## config.mk

```make
export PLATFORM = sky130hd
export DESIGN_NAME = demux4_stream_router
export DESIGN_NICKNAME = d
export VERILOG_FILES = /design/src/rtl/demux4_stream_router.sv
export SDC_FILE = /design/constraint.sdc
export NUM_CORES = 1
export LEC_CHECK = 0
export ABC_AREA = 1
export CAP_MARGIN = 30
export CELL_PAD_IN_SITES_DETAIL_PLACEMENT = 1
export CELL_PAD_IN_SITES_GLOBAL_PLACEMENT = 2
export CORE_ASPECT_RATIO = 1.75
export CORE_MARGIN = 4
export CORE_UTILIZATION = 26
export DETAILED_ROUTE_END_ITERATION = 16
export HOLD_SLACK_MARGIN = 0.1
export PLACE_DENSITY = 0.79
export SKIP_CTS_REPAIR_TIMING = 1
export SLEW_MARGIN = 20
export SYNTH_ARGS = -nofsm -noshare
export SYNTH_HDL_FRONTEND = slang
export SYNTH_SLANG_ARGS = --single-unit
```

## constraint.sdc

```tcl
create_clock -name clk -period 1.4 [get_ports clk]
set_input_delay 0.14 -clock clk [delete_from_list [all_inputs] [get_ports clk]]
set_output_delay 0.14 -clock clk [all_outputs]
set_load 0.02 [all_outputs]
```

## src/rtl/demux4_stream_router.sv

```systemverilog
// demux4_stream_router
// Registered, flow-controlled 1:4 stream demultiplexer. Each word on the input
// stream is steered by in_sel into one of four single-entry channel buffers.
// Every channel has its own valid/ready handshake, so a stalled consumer blocks
// only the words addressed to it. Words sent to a channel whose ch_en bit is
// clear are accepted and discarded, and the sticky drop_flag is raised.
//
// Optional build macro: DEMUX4_CNT_EN adds saturating per-channel accept
// counters and a drop counter (ports cnt_clr, cnt_out, drop_cnt).
//
// Ports:
//   clk        rising-edge clock
//   rst_n      asynchronous active-low reset
//   in_valid   upstream word valid
//   in_ready   router can take the word this cycle (combinational)
//   in_sel     destination channel 0..3
//   in_data    upstream word
//   ch_en      per-channel enable mask, bit i = channel i
//   out_valid  bit i: channel i buffer holds a word
//   out_ready  bit i: consumer i takes the word this cycle
//   out_data   channel i word at [i*DATA_W +: DATA_W]
//   drop_flag  sticky: a word was addressed to a disabled channel
//   drop_clr   synchronous clear of drop_flag (a same-edge drop wins)
//   cnt_clr    (DEMUX4_CNT_EN) synchronous clear of all counters
//   cnt_out    (DEMUX4_CNT_EN) channel i accept count at [i*CNT_W +: CNT_W]
//   drop_cnt   (DEMUX4_CNT_EN) dropped-word count
module demux4_stream_router #(
  parameter int unsigned DATA_W = 8,
  parameter int unsigned CNT_W  = 16
) (
  input  logic                  clk,
  input  logic                  rst_n,
  input  logic                  in_valid,
  output logic                  in_ready,
  input  logic [1:0]            in_sel,
  input  logic [DATA_W-1:0]     in_data,
  input  logic [3:0]            ch_en,
  output logic [3:0]            out_valid,
  input  logic [3:0]            out_ready,
  output logic [4*DATA_W-1:0]   out_data,
  output logic                  drop_flag,
  input  logic                  drop_clr
`ifdef DEMUX4_CNT_EN
  ,
  input  logic                  cnt_clr,
  output logic [4*CNT_W-1:0]    cnt_out,
  output logic [CNT_W-1:0]      drop_cnt
`endif
);

  if (DATA_W < 1 || CNT_W < 1) begin : g_param_check
    $error("demux4_stream_router: DATA_W and CNT_W must be at least 1");
  end

  typedef enum logic {
    StEmpty = 1'b0,
    StFull  = 1'b1
  } buf_state_e;

  buf_state_e        state_q [4];
  buf_state_e        state_d [4];
  logic [DATA_W-1:0] data_q  [4];
  logic              drop_flag_q;
  logic              drop_flag_d;

  logic              sel_en;
  logic              accept;
  logic              drop;
  logic [3:0]        wr_en;

  // Disabled channels act as a sink, so the stream never stalls on them.
  always_comb begin
    sel_en   = ch_en[in_sel];
    in_ready = 1'b1;
    if (sel_en) begin
      in_ready = (state_q[in_sel] == StEmpty) | out_ready[in_sel];
    end
    accept = in_valid & in_ready;
    drop   = accept & ~sel_en;
  end

  always_comb begin
    for (int i = 0; i < 4; i++) begin
      wr_en[i]   = accept & sel_en & (in_sel == 2'(i));
      state_d[i] = state_q[i];
      unique case (state_q[i])
        StEmpty: begin
          if (wr_en[i]) state_d[i] = StFull;
        end
        StFull: begin
          // A same-edge reload keeps the buffer full: no bubble.
          if (wr_en[i])          state_d[i] = StFull;
          else if (out_ready[i]) state_d[i] = StEmpty;
        end
        default: state_d[i] = StEmpty;
      endcase
    end
  end

  always_comb begin
    drop_flag_d = drop_flag_q;
    if (drop)          drop_flag_d = 1'b1;
    else if (drop_clr) drop_flag_d = 1'b0;
  end

  always_ff @(posedge clk or negedge rst_n) begin
    if (!rst_n) begin
      for (int i = 0; i < 4; i++) begin
        state_q[i] <= StEmpty;
        data_q[i]  <= '0;
      end
      drop_flag_q <= 1'b0;
    end else begin
      for (int i = 0; i < 4; i++) begin
        state_q[i] <= state_d[i];
        // Data only moves on accept; an emptied buffer keeps its last word.
        if (wr_en[i]) data_q[i] <= in_data;
      end
      drop_flag_q <= drop_flag_d;
    end
  end

  always_comb begin
    out_valid = '0;
    out_data  = '0;
    for (int i = 0; i < 4; i++) begin
      out_valid[i]                  = (state_q[i] == StFull);
      out_data[i*DATA_W +: DATA_W]  = data_q[i];
    end
    drop_flag = drop_flag_q;
  end

`ifdef DEMUX4_CNT_EN
  logic [CNT_W-1:0] cnt_q [4];
  logic [CNT_W-1:0] drop_cnt_q;

  // Counters saturate at all-ones; clear takes priority over an increment.
  always_ff @(posedge clk or negedge rst_n) begin
    if (!rst_n) begin
      for (int i = 0; i < 4; i++) cnt_q[i] <= '0;
      drop_cnt_q <= '0;
    end else if (cnt_clr) begin
      for (int i = 0; i < 4; i++) cnt_q[i] <= '0;
      drop_cnt_q <= '0;
    end else begin
      for (int i = 0; i < 4; i++) begin
        if (wr_en[i] && (cnt_q[i] != '1)) cnt_q[i] <= cnt_q[i] + 1'b1;
      end
      if (drop && (drop_cnt_q != '1)) drop_cnt_q <= drop_cnt_q + 1'b1;
    end
  end

  always_comb begin
    cnt_out = '0;
    for (int i = 0; i < 4; i++) cnt_out[i*CNT_W +: CNT_W] = cnt_q[i];
    drop_cnt = drop_cnt_q;
  end
`endif

endmodule

```

; After elaboration in Yosys (flattened, before gate mapping)
; Index checks and enable logic that the tools add are counted.
[classes]
addsub = 0
mul = 0
div = 0
magnitude_cmp = 2
eq_ne = 3
shifts = 0
mux = 26
bitwise_logic = 15
n_reduce_logical = 2
[ops]
columns = cell, n
row1 = 2-to-1 mux 1 bit, 19
row2 = case mux 1 bit (2 select lines), 4
row3 = bitwise AND 1 bit, 7
row4 = binary-select mux 1 bit (select 2 bit), 3
row5 = NOT 1 bit, 6
row6 = "== test 2 bit, second input constant", 2
row7 = ">= comparator 3 bit, second input constant", 1
row8 = "< comparator 2 x 3 -> 1 bit, second input constant", 1
row9 = NOT 2 -> 3 bit, 1
row10 = "== test 2 x 1 -> 1 bit, second input constant", 1
row11 = logical NOT 2 bit, 1
row12 = nonzero test 2 bit, 1
row13 = OR 1 bit, 1
[word_totals]
reg_bits = 37
latchBits = 0
ram_bits = 0
rom_bits = 0
input_bits = 22
out_inout_bits = 38
elab_cells = 57
mem_count = 0

; Longest topological paths before layout
; Gate-level depths: netlist (run 1).
[logic_depth]
ltp_word = 12
depth_mapped = 10
mapped_depth_nobuf = 9

; Worst setup path before layout (run 1)
; Ideal clock, no wire load.
[synth_path]
path_kind = reg-to-output
start = register state_q (netlist bit out_valid[3])
end = output port in_ready
arrival_ps = 1188
required_time_ps = 1260
path_slack_ps = 72
stages_incl_launch_ff = 7
n_path_buf = 0
path_cell_list = dfrtp_1 nand2_1 nand2_1 nand2_1 nand2_1 nand2_8 or2_1
[synth_between]
elab_chain_cells = 6
[synth_lines]
columns = item, line
row1 = start: declaration, 60  ; buf_state_e state_q [4];
row2 = start signal: indexed assignment, 109  ; state_q[i] <= StEmpty;
row3 = start signal: indexed assignment, 115  ; state_q[i] <= state_d[i];
row4 = binary-select mux 1 bit (select 2 bit), 76  ; in_ready = (state_q[in_sel] == StEmpty) | out_ready[in_sel];
row5 = 2-to-1 mux 1 bit (not written as such) (2 in series), 76
row6 = NOT 1 bit, 76
row7 = OR 1 bit, 76
row8 = 2-to-1 mux 1 bit, 75  ; if (sel_en) begin
row9 = end: declaration, 34  ; output logic in_ready,
; Every way passes these cells. The select of a mux whose other input is x is not followed.

; Final worst setup path (run 1)
[layout_path]
start = input port out_ready[1]
end = output port in_ready
[layout_between]
elab_chain_cells = 4
[layout_lines]
columns = item, line
row1 = start: declaration, 39  ; input logic [3:0] out_ready,
row2 = binary-select mux 1 bit (select 2 bit), 76
row3 = 2-to-1 mux 1 bit (not written as such), 76
row4 = OR 1 bit, 76
row5 = 2-to-1 mux 1 bit, 75
; Every way passes these cells. The select of a mux whose other input is x is not followed.

==> results.cfg, run 1 <==
[worst_setup_path]
cp_data_required_time_ns = 1.26
r2r_cells = 9
end_kind = primary output
worstSetupStartpointType = input pin
crit_arrival_ns = 1.37
criticalPathCategory = input pin to primary output
cp_max_fo = 2

[layout]
fin_cells = 354
diodes = 0
fin_util_pct = 42.5
nFillCells = 791
drive_gt1_share_pct = 18.8
syn2layout_area_growth_pct = 56.7
final_nets = 293

[synth]
synth_top_cells_by_area = dfrtp_1 51%, nand2_1 16%, nand4_1 11%, nand3_4 3.9%, buf_6 3.8%
synth_cell_types = 18
synth_top_area_share_pct = 51.5
yosys.area.top_type = dfrtp_1
netlist_top_cells_count = 79 x nand2_1, 37 x dfrtp_1, 32 x nand4_1
synth_cells = 191
syn-num-nets = 213
synth_async_sr_flop_share_pct = 100
synth_edf_count = 0
syn_area_um2 = 1800
yosys.cell_count.top_type = nand2_1
ys_ff_latch = 37
synth.avg_cell_area_um2 = 9.42
seq_area_frac_synth_pct = 51.5
ys.flop_type = dfrtp_1
ys.warnings.count = 0

[global_routing]
grt_pass1_vias = 1729
grt_usage_pct = 13.3
grt_pass1_wl_um = 8760
antenna_found_initial = 0
grt_max_degree = 38
grt.overflow.total = 0

[clocking]
clk_latency_ns = 0.28
cts_tree = yes
clk_pin_slew_ns = 0.06
htreeDepth = 2
cts-root-buf = clkbuf_16
clkSinkCount = 37
cts_inserted_buffers = 5
clockBufferDepth = 2

[routing]
drcViolationCount = 0
firstDrtPassIters = 4
antenna_left = 0
wl_met3_um = 203
drt_first_iter_violations = 60
routed_wl_um = 5460
post_drt_wl_per_cell_um = 15.4
highest_layer = met4
vias = 1655
via_per_inst = 4.68
routed-wl-met2_um = 3050
drt-met1-wl_um = 2080

[floorplan]
initial_core_util_pct = 27.1
num_rows = 39
num_io_pins = 60
coreArea_um2 = 6640
die_area_um2 = 8370
fp.dieH_um = 118
die_width_um = 70.9

[power]
vdd_drop_max_mv = 0.473
p_leak_nw = 1.64
powerDensity_nw_per_um2 = 1400

[sta]
drv_slew = 0
fin_crit_sh_pct = 108
max_slew_margin_pct = 82.1
skew_ns = 0.00480
hold_viol_final = 0
setup_viol_count_final = 33
worst_pin_slew_ns = 0.268
period_minus_slack_ns = 1.51
fmax_ghz = 0.663
rsz0062_at_grt = true
setup_ws_ns = -0.108

[placement]
place_congestion = 0.770
dpl.hpwl_um = 4190
port-buffer-count = 59
placedCellCount = 344

[worst_hold_path]
holdCritPathClass = input pin to async pin

[job]
max-cap-violations = 0

[run_status]
violations = setup timing
outcome = finished, violations left
[power by group]
part           total (mW)  internal [mW]  switching [mW]
sequential           1.48           1.33           0.155
combinational        1.38          0.635           0.740
clock                1.08          0.652           0.432
total                3.94           2.62            1.33
[sequential cells by signal (all words and copies together), names as in the netlist]
name and cells:
drop_flag 1, out_valid 4, out_data 32
[critical path, cell delays in order]
cell,delay [ns]
clkdlybuf4s50_1,0.44
nand3_1,0.12
nand2_2,0.08
nor2_4,0.17
nand2_8,0.06
or2_4,0.23
buf_6,0.13
[layout make-up]
type                            instances  area, µm²  share of cell area [%]
Sequential cell                        37        926                    32.8
Timing Repair Buffer                   81        861                    30.5
Multi-Input combinational cell        137        753                    26.7
Clock buffer                            5        125                    4.44
Tap cell                               82        103                    3.64
Inverter                                9       33.8                    1.20
Clock inverter                          3       17.5                   0.621
[stage by stage]
stage | area (µm²) | total power [mW] | setup slack (ns) | hold WS (ns) | setup TNS, ns
after floorplan | 1800 | 2.15 | 0.0721 | -0.156 | 0
after global placement | 2560 | 2.90 | -0.724 | 0.458 | -23.03
after detailed placement | 2560 | 2.93 | -0.746 | 0.463 | -24.22
after CTS | 2710 | 4.03 | -0.746 | 0.259 | -14.14
after global routing | 2820 | 4.16 | -0.160 | 0.286 | -4.32
final | 2820 | 3.94 | -0.108 | 0.242 | -1.01
[cell usage in the layout (no fill, tap or decap), types with 4 or more instances in the layout]
| master | n |
|---|---|
| nand2_2 | 4 |
| nand2_1 | 76 |
| dlymetal6s2s_1 | 27 |
| nand3_1 | 6 |
| buf_4 | 18 |
| o21ai_1 | 4 |
| inv_1 | 6 |
| clkdlybuf4s50_1 | 31 |
| dfrtp_1 | 37 |
| nand3_4 | 4 |
| clkbuf_16 | 5 |
| nor2_4 | 4 |
| nand4_1 | 32 |
[cell families (layout without fill, tap and decap cells)]
group	after synthesis	in the layout	share of synthesized area [%]
buffers and inverters	18	98	8.14
AOI/OAI and AO/OA	5	5	1.39
DFF	37	37	51.5
and+or+nand+nor	131	132	39.0
[per-layer routing]
layer,up-vias,track usage [%]
met5,-,0
met4,0,5.53
met3,10,1.79
met2,46,24.5
met1,794,14.7
li1,805,-
[final timing paths]
| check | start | end | slack (ns) |
|---|---|---|---|
| max | out_ready[1] | in_ready | -0.11 |
| min | rst_n | out_data[0] | 0.24 |
| max reg2reg | out_valid[0] | out_data[27] | -0.04 |
| min reg2reg | out_data[17] | out_data[17] | 0.47 |
| max in group asynchronous | rst_n | out_data[21] | 0.96 |
| min in group clk | drop_clr | drop_flag | 0.44 |
Power figures use the tool's default switching activity.
==> run 2, diff against run 1 <==
- CORE_UTILIZATION: 26 -> 28
- PLACE_DENSITY: 0.79 -> 0.84
- clock period: 1.4 -> 1.85 ns (I/O delays scaled with it)
==> results.cfg, run 2 (synthesis gave the netlist of run 1 again) <==
[routing]
firstDrtPassIters = 4
vias = 1614
post_drt_wl_per_cell_um = 15.3
drt_first_iter_violations = 42
routed_wl_um = 5260
drcViolationCount = 0
via_per_inst = 4.68
antenna_left = 0

[placement]
place_congestion = 0.738
dpl.hpwl_um = 3950
port-buffer-count = 59
dpl_cell_area_um2 = 2500

[worst_setup_path]
r2r_cells = 9
end_kind = primary output
criticalPathCategory = input pin to primary output
crit_arrival_ns = 1.61
cp_slowest_cell = clkdlybuf4s50_1
cp_data_required_time_ns = 1.66
worstSetupStartpointType = input pin
path_cells = clkdlybuf4s50_1 > buf_4 > nor2_4 > nand2_2 > nand2_2 > nor2_4 > nand2_8 > or2_1 > dlymetal6s2s_1
cp-startpoint = in_sel[0]
cp_max_fo = 8
r2r_start = out_valid[2]
critical-path-max-stage-delay_ns = 0.49

[floorplan]
num_io_pins = 60
fp.dieH_um = 114
die_area_um2 = 7820
die_width_um = 68.6
initial_core_util_pct = 28.9
coreArea_um2 = 6230
num_rows = 38

[sta]
drv_slew = 0
fin_crit_sh_pct = 96.9
setup_viol_count_final = 0
max_slew_margin_pct = 45.0
rsz0062_at_grt = true
worst_pin_slew_ns = 0.825
whs_ns = 0.472
hold_viol_final = 0
fmax_ghz = 0.558
period_minus_slack_ns = 1.79
skew_ns = 0.00440

[global_routing]
grt_pass1_vias = 1685
grt_pass1_wl_um = 8480
grt.overflow.total = 0
antenna_found_initial = 0
grt_usage_pct = 14.4
grt_max_degree = 38

[layout]
final_common_cell = nand2_1
final_area_um2 = 2620
fin_util_pct = 42.0
diodes = 0
final_cell_mix = 78 x nand2_1, 57 x clkdlybuf4s50_1, 37 x dfrtp_1
final_nets = 286
nFillCells = 706
largest_reg_flops = 32
syn2layout_area_growth_pct = 45.5
drive_gt1_share_pct = 15.1

[power]
powerDensity_nw_per_um2 = 1060
p_leak_nw = 1.23
vdd_drop_max_mv = 0.253

[clocking]
clk_pin_slew_ns = 0.07
cts_inserted_buffers = 5
clockBufferDepth = 2
clkSinkCount = 37
cts_tree = yes
htreeDepth = 2
cts-root-buf = clkbuf_8
clk_latency_ns = 0.28

[run_status]
outcome = finished clean

[worst_hold_path]
holdCritPathClass = flip-flop to flip-flop
hold_start = out_data[13]
whs_path_depth = 2

[job]
max-cap-violations = 0
-- run 2: cell types whose count changed in the layout (fill, tap and decap cells not counted), sizes merged --
cell / before / now
clkdlybuf4s50: 31 / 57
dlymetal6s2s: 27 / 1
buf: 23 / 16
clkbuf: 5 / 7
clkinv: 3 / 2
clkinvlp: 1 / 0
dlygate4sd3: 0 / 1
nor2: 7 / 6
-- run 2: worst paths after layout --
kind	slack [ns]	to
min in group asynchronous	0.53	out_data[21]
max in group asynchronous	0.79	out_data[7]
hold reg to reg	0.47	out_data[13]
setup reg to reg	0.32	out_data[22]
setup / recovery	0.06	in_ready
hold / removal	0.47	out_data[13]
-- run 2: layout make-up --
type,instances,area (µm²),area share [%]
Clock buffer,7,96.3,3.68
Clock inverter,1,5.00,0.191
Inverter,9,33.8,1.29
Multi-Input combinational cell,136,729,27.9
Sequential cell,37,926,35.4
Tap cell,80,100,3.82
Timing Repair Buffer,75,727,27.8
-- run 2: where the power goes --
part           total, mW  switching, mW  internal (mW)
clock              0.623          0.286          0.337
combinational       1.04          0.548          0.489
sequential          1.12          0.120           1.00
-- run 2: critical path, delay by kind of cell --
kind / cells / cell delay, ns
and+or+nand+nor: 6 / 0.55
buffers and inverters: 3 / 0.86
-- run 2: through the flow --
stage,std cells,TNS [ns],worst slack (ns),total power [mW]
final,345,0,0.0574,2.78
after global routing,345,-0.0269,-0.0269,2.95
after CTS,344,-0.318,-0.318,2.82
after global placement,336,-5.67,-0.290,2.17
after detailed placement,336,-7.34,-0.305,2.19
after floorplan,191,0,0.477,1.63
-- run 2: routing by layer --
| layer | GRT usage, % | routed length [µm] |
|---|---|---|
| met5 | 0 | 0 |
| met2 | 25.6 | 2900 |
| met1 | 16.9 | 2060 |
| met3 | 1.67 | 229 |
| met4 | 5.58 | 76 |
